**src/rtl/fetch_pkg.sv**
```systemverilog
// Shared types and constants for the instruction-fetch stage.
package fetch_pkg;

    localparam int FETCH_ADDR_W = 32;
    localparam int FETCH_DATA_W = 32;

    localparam logic [FETCH_ADDR_W-1:0] RESET_PC_DEFAULT = 32'hBFC0_0000;
    localparam logic [FETCH_DATA_W-1:0] INSTR_NOP        = 32'h0000_0013;

    typedef enum logic [1:0] {
        IDLE  = 2'd0,
        FETCH = 2'd1,
        DRAIN = 2'd2
    } fetch_state_t;

    typedef struct packed {
        logic [FETCH_ADDR_W-1:0] pc;
        logic [FETCH_DATA_W-1:0] instr;
    } fetch_entry_t;

endpackage

```
**src/rtl/fetch_buffer.sv**
```systemverilog
// Small synchronous FIFO with flush; used both for fetched words and for
// the PCs of requests still waiting on memory.
module fetch_buffer
    import fetch_pkg::*;
#(
    parameter int  DEPTH   = 2,
    parameter type entry_t = fetch_entry_t
) (
    input  logic                         clk,
    input  logic                         rst_n,
    input  logic                         push,
    input  entry_t                       push_data,
    input  logic                         pop,
    input  logic                         flush,
    output entry_t                       pop_data,
    output logic                         full,
    output logic                         empty,
    output logic [$clog2(DEPTH+1)-1:0]   count
);

    localparam int CNT_W = $clog2(DEPTH + 1);
    localparam int PTR_W = (DEPTH > 1) ? $clog2(DEPTH) : 1;

    entry_t            mem_q [DEPTH];
    logic [PTR_W-1:0]  wr_ptr_q, wr_ptr_d;
    logic [PTR_W-1:0]  rd_ptr_q, rd_ptr_d;
    logic [CNT_W-1:0]  count_q, count_d;
    logic              do_push, do_pop;

    function automatic logic [PTR_W-1:0] ptr_inc(input logic [PTR_W-1:0] ptr);
        return (ptr == PTR_W'(DEPTH - 1)) ? '0 : ptr + 1'b1;
    endfunction

    assign full     = (count_q == CNT_W'(DEPTH));
    assign empty    = (count_q == '0);
    assign count    = count_q;
    assign pop_data = mem_q[rd_ptr_q];

    always_comb begin
        do_pop   = pop & ~empty & ~flush;
        do_push  = push & ~flush & (~full | do_pop);
        wr_ptr_d = wr_ptr_q;
        rd_ptr_d = rd_ptr_q;
        count_d  = count_q;
        if (flush) begin
            wr_ptr_d = '0;
            rd_ptr_d = '0;
            count_d  = '0;
        end else begin
            if (do_push) wr_ptr_d = ptr_inc(wr_ptr_q);
            if (do_pop)  rd_ptr_d = ptr_inc(rd_ptr_q);
            count_d = count_q + CNT_W'(do_push) - CNT_W'(do_pop);
        end
    end

    always_ff @(posedge clk or negedge rst_n) begin
        if (!rst_n) begin
            wr_ptr_q <= '0;
            rd_ptr_q <= '0;
            count_q  <= '0;
        end else begin
            wr_ptr_q <= wr_ptr_d;
            rd_ptr_q <= rd_ptr_d;
            count_q  <= count_d;
        end
    end

    // Storage needs no reset; the count alone decides what is valid.
    always_ff @(posedge clk) begin
        if (do_push) mem_q[wr_ptr_q] <= push_data;
    end

endmodule

```
**src/rtl/fetch_unit.sv**
```systemverilog
// Fetch stage: owns PCF, issues in-order memory requests under a credit limit,
// buffers returned words for decode and discards wrong-path responses on redirect.
module fetch_unit
    import fetch_pkg::*;
#(
    parameter int                    DATA_WIDTH = 32,
    parameter int                    ADDR_WIDTH = 32,
    parameter logic [ADDR_WIDTH-1:0] RESET_PC   = RESET_PC_DEFAULT,
    parameter int                    BUF_DEPTH  = 2
) (
    input  logic                  clk,
    input  logic                  rst_n,
    input  logic                  PCSrc,
    input  logic [ADDR_WIDTH-1:0] PCTarget,
    output logic                  imem_req,
    output logic [ADDR_WIDTH-1:0] imem_addr,
    input  logic                  imem_gnt,
    input  logic                  imem_rvalid,
    input  logic [DATA_WIDTH-1:0] imem_rdata,
    input  logic                  DecodeReady,
    output logic                  InstrValidD,
    output logic [DATA_WIDTH-1:0] InstrD,
    output logic [ADDR_WIDTH-1:0] PCD,
    output logic [ADDR_WIDTH-1:0] PCPlus4D
);

    localparam int CNT_W = $clog2(BUF_DEPTH + 1);

    fetch_state_t          state_q, state_d;
    logic [ADDR_WIDTH-1:0] pcf_q, pcf_d;
    logic [CNT_W-1:0]      outstanding_q, outstanding_d;
    logic [CNT_W-1:0]      discard_q, discard_d;
    logic [CNT_W:0]        credit_used;
    logic                  grant, rsp, keep, pop;
    fetch_entry_t          push_entry, head_entry;
    logic [ADDR_WIDTH-1:0] req_pc;
    logic                  buf_empty, buf_full, addr_empty, addr_full;
    logic [CNT_W-1:0]      buf_count, addr_count;
    logic                  unused_status;

    // Credits cover in-flight requests too, so the word buffer can never overflow.
    assign credit_used = {1'b0, outstanding_q} + {1'b0, buf_count};
    assign imem_req    = (state_q == FETCH) && (credit_used < (CNT_W+1)'(BUF_DEPTH));
    assign imem_addr   = pcf_q;
    assign grant       = imem_req & imem_gnt;
    assign rsp         = imem_rvalid & (outstanding_q != '0);
    assign keep        = rsp & (discard_q == '0);

    assign InstrValidD = ~buf_empty & ~PCSrc;
    assign pop         = InstrValidD & DecodeReady;
    assign push_entry  = '{pc: req_pc, instr: imem_rdata};
    assign InstrD      = buf_empty ? INSTR_NOP : head_entry.instr;
    assign PCD         = buf_empty ? RESET_PC  : head_entry.pc;
    assign PCPlus4D    = PCD + ADDR_WIDTH'(4);

    assign unused_status = ^{buf_full, addr_empty, addr_full, addr_count};

    fetch_buffer #(
        .DEPTH   (BUF_DEPTH),
        .entry_t (logic [ADDR_WIDTH-1:0])
    ) u_addr_fifo (
        .clk       (clk),
        .rst_n     (rst_n),
        .push      (grant),
        .push_data (pcf_q),
        .pop       (keep),
        .flush     (PCSrc),
        .pop_data  (req_pc),
        .full      (addr_full),
        .empty     (addr_empty),
        .count     (addr_count)
    );

    fetch_buffer #(
        .DEPTH   (BUF_DEPTH),
        .entry_t (fetch_entry_t)
    ) u_instr_buf (
        .clk       (clk),
        .rst_n     (rst_n),
        .push      (keep),
        .push_data (push_entry),
        .pop       (pop),
        .flush     (PCSrc),
        .pop_data  (head_entry),
        .full      (buf_full),
        .empty     (buf_empty),
        .count     (buf_count)
    );

    always_comb begin
        outstanding_d = outstanding_q + CNT_W'(grant) - CNT_W'(rsp);
        discard_d     = discard_q;
        pcf_d         = pcf_q;
        state_d       = state_q;
        if (rsp && discard_q != '0) discard_d = discard_q - 1'b1;
        if (grant) pcf_d = pcf_q + ADDR_WIDTH'(4);
        case (state_q)
            IDLE:    state_d = FETCH;
            FETCH:   state_d = FETCH;
            DRAIN:   if (discard_q == '0) state_d = FETCH;
            default: state_d = IDLE;
        endcase
        // Redirect overrides everything: anything still in flight becomes wrong-path.
        if (PCSrc) begin
            pcf_d     = {PCTarget[ADDR_WIDTH-1:2], 2'b00};
            discard_d = outstanding_d;
            state_d   = (outstanding_d != '0) ? DRAIN : FETCH;
        end
    end

    always_ff @(posedge clk or negedge rst_n) begin
        if (!rst_n) begin
            state_q       <= IDLE;
            pcf_q         <= RESET_PC;
            outstanding_q <= '0;
            discard_q     <= '0;
        end else begin
            state_q       <= state_d;
            pcf_q         <= pcf_d;
            outstanding_q <= outstanding_d;
            discard_q     <= discard_d;
        end
    end

    a_no_spurious_rvalid: assert property (
        @(posedge clk) disable iff (!rst_n) imem_rvalid |-> (outstanding_q != '0)
    );

endmodule

```
**config.mk**
```make
export PLATFORM = sky130hd
export DESIGN_NAME = fetch_unit
export DESIGN_NICKNAME = d
export VERILOG_FILES = /design/src/rtl/fetch_pkg.sv /design/src/rtl/fetch_buffer.sv /design/src/rtl/fetch_unit.sv
export SDC_FILE = /design/constraint.sdc
export NUM_CORES = 1
export LEC_CHECK = 0
export ABC_AREA = 1
export CORE_AREA = 3 3 187 189
export DETAILED_ROUTE_END_ITERATION = 16
export DIE_AREA = 0 0 190 192
export PLACE_DENSITY = 0.64
export SYNTH_ARGS = -nofsm -noshare
export SYNTH_HDL_FRONTEND = slang
export SYNTH_HIERARCHICAL = 1
export SYNTH_SLANG_ARGS = --single-unit
```
**constraint.sdc**
```tcl
create_clock -name clk -period 5.2 [get_ports clk]
set_input_delay 1.56 -clock clk [delete_from_list [all_inputs] [get_ports clk]]
set_output_delay 1.56 -clock clk [all_outputs]
set_load 0.05 [all_outputs]
```
==> Word level (Yosys, flattened, before mapping) <==
Memories as Yosys holds them, arrays and structs flattened.
Cells that the tools add are included.
{ "totals": {"regBits": 46, "ramBits": 192, "inputBits": 70, "output_inout_bits": 130, "elab_cells": 96, "memories": 2} }
{ "op_classes": {"addsub": 14, "magnitude_cmp": 1, "n_eq_ne": 5, "n_mux": 28, "n_bitwise": 20, "reduce_logical": 16} }
{ "memory_table": {"columns": ["name", "depth", "width", "rd", "rd_ports_with_merged_regs", "wr", "line_no", "source"], "rows": [
  ["u_instr_buf.mem_q", 2, 64, 1, 0, 1, "fetch_buffer.sv:24", "entry_t mem_q [DEPTH];"],
  ["u_addr_fifo.mem_q", 2, 32, 1, 0, 1, "fetch_buffer.sv:24", null]
]} }
{ "op_table": {"columns": ["operator", "n"], "rows": [
  ["2-to-1 mux 32 bit", 4],
  ["adder 32 x 3 -> 32 bit, second input constant", 2],
  ["nonzero test 2 bit", 9],
  ["2-to-1 mux 1 bit", 16],
  ["2-to-1 mux 2 bit", 7],
  ["bitwise AND 1 bit", 13],
  ["logical NOT 2 bit", 4],
  ["adder 2 x 1 -> 2 bit", 3],
  ["equality test 2 bit, second input constant", 3],
  ["subtractor 2 x 1 -> 2 bit", 3],
  ["inverter 1 bit", 5],
  ["adder 1 bit, second input constant", 4],
  ["case mux 2 bit (2 select lines)", 1],
  ["adder 2 x 2 -> 3 bit", 1],
  ["less-than comparator 3 x 2 -> 1 bit, second input constant", 1],
  ["inequality test 3 bit, second input constant", 1],
  ["equality test 2 x 1 -> 1 bit, second input constant", 1],
  ["logical AND 1 bit", 2],
  ["bitwise OR 1 bit", 2],
  ["OR reduction 2 bit", 1],
  ["subtractor 2 x 1 -> 2 bit, second input constant", 1]
]} }

==> Logic depth before layout (Yosys ltp) <==
{ "depth": {"depth_word": 11, "depth_mapped": 17, "mapped_depth_nobuf": 17} }

==> Modules after synthesis <==
Netlist, hierarchy kept.
{ "by_module_without_submodules": {"columns": ["mod", "instances", "cells_each", "area_per_inst_um2", "seq_area_each_um2"], "rows": [
  ["fetch_buffer (u_instr_buf)", 1, 375, 4913.5, 3943.8],
  ["fetch_unit", 1, 719, 4092.7, 912.1],
  ["fetch_buffer (u_addr_fifo)", 1, 208, 2612.5, 2021.9]
]} }

==> Least setup slack after synthesis <==
No wires, ideal clock.
{ "synth_timing": {"path_type": "input-to-reg", "start": "in PCSrc", "end": "mem u_instr_buf/mem_q[1][0] (netlist bit) (enable)", "setup_ns": 0.486, "arrival_ns": 5.062, "required_ns": 4.714, "slack_ns": -0.348, "path_stages": 7, "n_path_buf": 2, "cell_sequence": "buf_2 > clkbuf_1 > nor3b_1 > inv_1 > nand3_1 > nand2_1 > nor2_1"} }
{ "synth_via": {"elab_chain_cells": 9, "elab_cells_between_ends": 10, "classes_between": "mux: 2; bitwise: 8"} }
{ "synth_rtl": {"columns": ["item", "line_no", "source"], "rows": [
  ["start: declaration", "fetch_unit.sv:13", "input logic PCSrc,"],
  ["inverter 1 bit", "fetch_unit.sv:49", "assign InstrValidD = ~buf_empty & ~PCSrc;"],
  ["bitwise AND 1 bit", "fetch_unit.sv:49", null],
  ["bitwise AND 1 bit", "fetch_unit.sv:50", "assign pop = InstrValidD & DecodeReady;"],
  ["net pop", "fetch_unit.sv:34", "logic grant, rsp, keep, pop;"],
  ["bitwise AND 1 bit (2 in a row)", "fetch_buffer.sv:40", "do_pop = pop & ~empty & ~flush;"],
  ["bitwise OR 1 bit", "fetch_buffer.sv:41", "do_push = push & ~flush & (~full | do_pop);"],
  ["bitwise AND 1 bit", "fetch_buffer.sv:41", null],
  ["2-to-1 mux 1 bit", "fetch_buffer.sv:70", "if (do_push) mem_q[wr_ptr_q] <= push_data;"],
  ["2-to-1 mux 1 bit (not written as such)", "fetch_buffer.sv:70", null],
  ["end: declaration", "fetch_buffer.sv:24", null]
]} }
The timed path passes the listed nets, and every way through them passes these cells.

==> reports/qor.yml <==
syn2layout_area_growth_pct: 30.6
yosysWarnings: 6
reg2reg_slack_ps: 2490
root_buffer: "clkbuf_16"
grt.total_usage_pct: 15.7
drt-total-wl_um: 28900
cts_sinks: 236
reg2reg_to: "u_instr_buf/mem_q[0][9]"
cts_resized: 0
viasPerCell: 4.51
die-area_um2: 36500
skew_ps: 31.5
antennaDiodeCount: 0
fp.dieH_um: 192
crit_required_ps: 3640
tightest_slew_ps: 1040
path_cells: "inv_2, nand2_1, nand2_1, inv_1, nor2_4, ha_1, nand3_2, nor2_4, nand2_1, xnor2_1, buf_12"
max_stage_delay_ps: 420
grt_pass1_wl_um: 46300
clk_pin_slew_ps: 60
timing.critical_path.from_type: "flop"
start_util_pct: 34.7
finalSetupViolations: 0
arrival_ps: 3100
cts-hold-fix-buffers: 0
relSlewSlack_pct: 30.7
status: "completed"
die_w_um: 190
grt_max_degree: 51
busiest_layer: "met2"
hp-class: "flop to flop"
htreeDepth: 1
nets: 1580
clockBufferDepth: 3
rows: 67
cts_tree: "built"
routabilityCongestion: 0.884
cp_common_cell: "nand2_1"
worst-setup-path-type: "flop to primary output"
vias: 8896
fillers: 3094
crit_fanout: 25
worstHoldStart: "u_addr_fifo/mem_q[0][2]"
drv_cap: 0
rr_startpoint: "u_instr_buf/count[1]"
post_cts_buffers: 0
p_leak_nw: 6.28
coreArea_um2: 33400
syn-cell-area_um2: 11600
drt_iter0_markers: 552
grt_util_met1_pct: 22.2
drv_slew: 0
final.period_utilization_pct: 89.6
grt_use_met3_pct: 2.39
drc_errors: 0
io_buffers: 195
grt-ovfl-total: 0
p_per_area_nw_per_um2: 382
routedWlPerCell_um: 14.7
r2r_cells: 8
crit_slowest_cell: "dfrtp_2"
final_hold_viol_count: 0
netlist_instances: 1300
fmax_ghz: 0.215
first_pass_iters: 6
place_hpwl_um: 20400
avgSynthCellArea_um2: 8.93
min_to: "u_instr_buf/mem_q[0][34]"
tns_ps: 0
io_pins: 200
ant_nets: 0
critPathBufInv: 3
grt_pass1_vias: 8638
end_kind: "primary output"
p_total_mw: 5.79
hold_depth: 2
ir_drop_uv: 258
drive_gt1_share_pct: 9.46
min_period_ps: 4660
cp_top_family: "simple AND/OR/NAND/NOR gates"
rsz0062_at_grt: "false"
clk-insertion-delay-late_ps: 540
grt_util_met2_pct: 25.5
cts_buffers: 27
antenna_found_initial: 0
sequential cells by signal, summed over array words and instances (netlist names):
name,cells
discard_q,2
imem_addr,30
outstanding_q,2
state_q,2
u_addr_fifo/count,2
u_addr_fifo/mem_q,64
u_addr_fifo/rd_ptr_q,1
u_addr_fifo/wr_ptr_q,1
u_instr_buf/count,2
u_instr_buf/mem_q,128
u_instr_buf/rd_ptr_q,1
u_instr_buf/wr_ptr_q,1
layout make-up:
| class | instances | area [µm²] | area share, % |
|---|---|---|---|
| well taps | 448 | 561 | 3.70 |
| flip-flops and latches | 236 | 6880 | 45.4 |
| multi-input cells | 887 | 3940 | 26.0 |
| clock buffers | 30 | 687 | 4.53 |
| clock inverters | 20 | 278 | 1.83 |
| inverters | 141 | 539 | 3.56 |
| repair buffers | 209 | 2280 | 15.0 |
layout by cell type (no fill, tap or decap), drive strengths merged, types with 12 or more instances in the layout:
cell           count
xor2              12
inv              144
nand3             75
dfrtp             35
nor2             163
nand3b            12
edfxtp           192
clkbuf            30
o21ai             22
buf               43
nand2            555
clkdlybuf4s50    166
where the power goes:
part           switching [mW]  leakage (nW)  internal, mW
combinational           0.928          3.55         0.461
clock                   0.762         0.464          1.26
sequential              0.138          2.26          2.24
stage by stage:
stage / hold WS, ps / setup slack (ps) / cell area (µm²) / utilization (%) / std cells
4_1_cts: 536 / 523 / 15200 / 45.3 / 1971
3_3_place_gp: 513 / 1070 / 14200 / 42.4 / 1921
6_report: 535 / 542 / 15200 / 45.3 / 1971
3_5_place_dp: 522 / 1070 / 14200 / 42.4 / 1921
5_1_grt: 567 / 342 / 15200 / 45.3 / 1971
2_1_floorplan: 495 / 722 / 11600 / - / 1305
worst min-delay path, stage by stage (launching register included):
cell and delay, ps:
edfxtp_1 320, nand2_1 50, nand2_1 60
layer usage:
layer | share of wire [%] | wire length [µm] | vias to the layer above
li1 | - | - | 4516
met1 | 46 | 13300 | 4065
met2 | 45 | 13100 | 275
met3 | 6.4 | 1850 | 40
met4 | 2.3 | 669 | 0
met5 | 0 | 0 | -
worst max path at each step:
stage                     cells past startpoint            startpoint  slack (ps)                       to
after floorplan                               7                 PCSrc         720  u_instr_buf/mem_q[1][0]
after global placement                        3                 PCSrc        1070              InstrValidD
after detailed placement                      3                 PCSrc        1070              InstrValidD
after CTS                                    11  u_instr_buf/rd_ptr_q         520             PCPlus4D[18]
after global routing                         11  u_instr_buf/rd_ptr_q         340             PCPlus4D[18]
final                                        11  u_instr_buf/rd_ptr_q         540             PCPlus4D[18]
(Power assumes the default switching activity.)
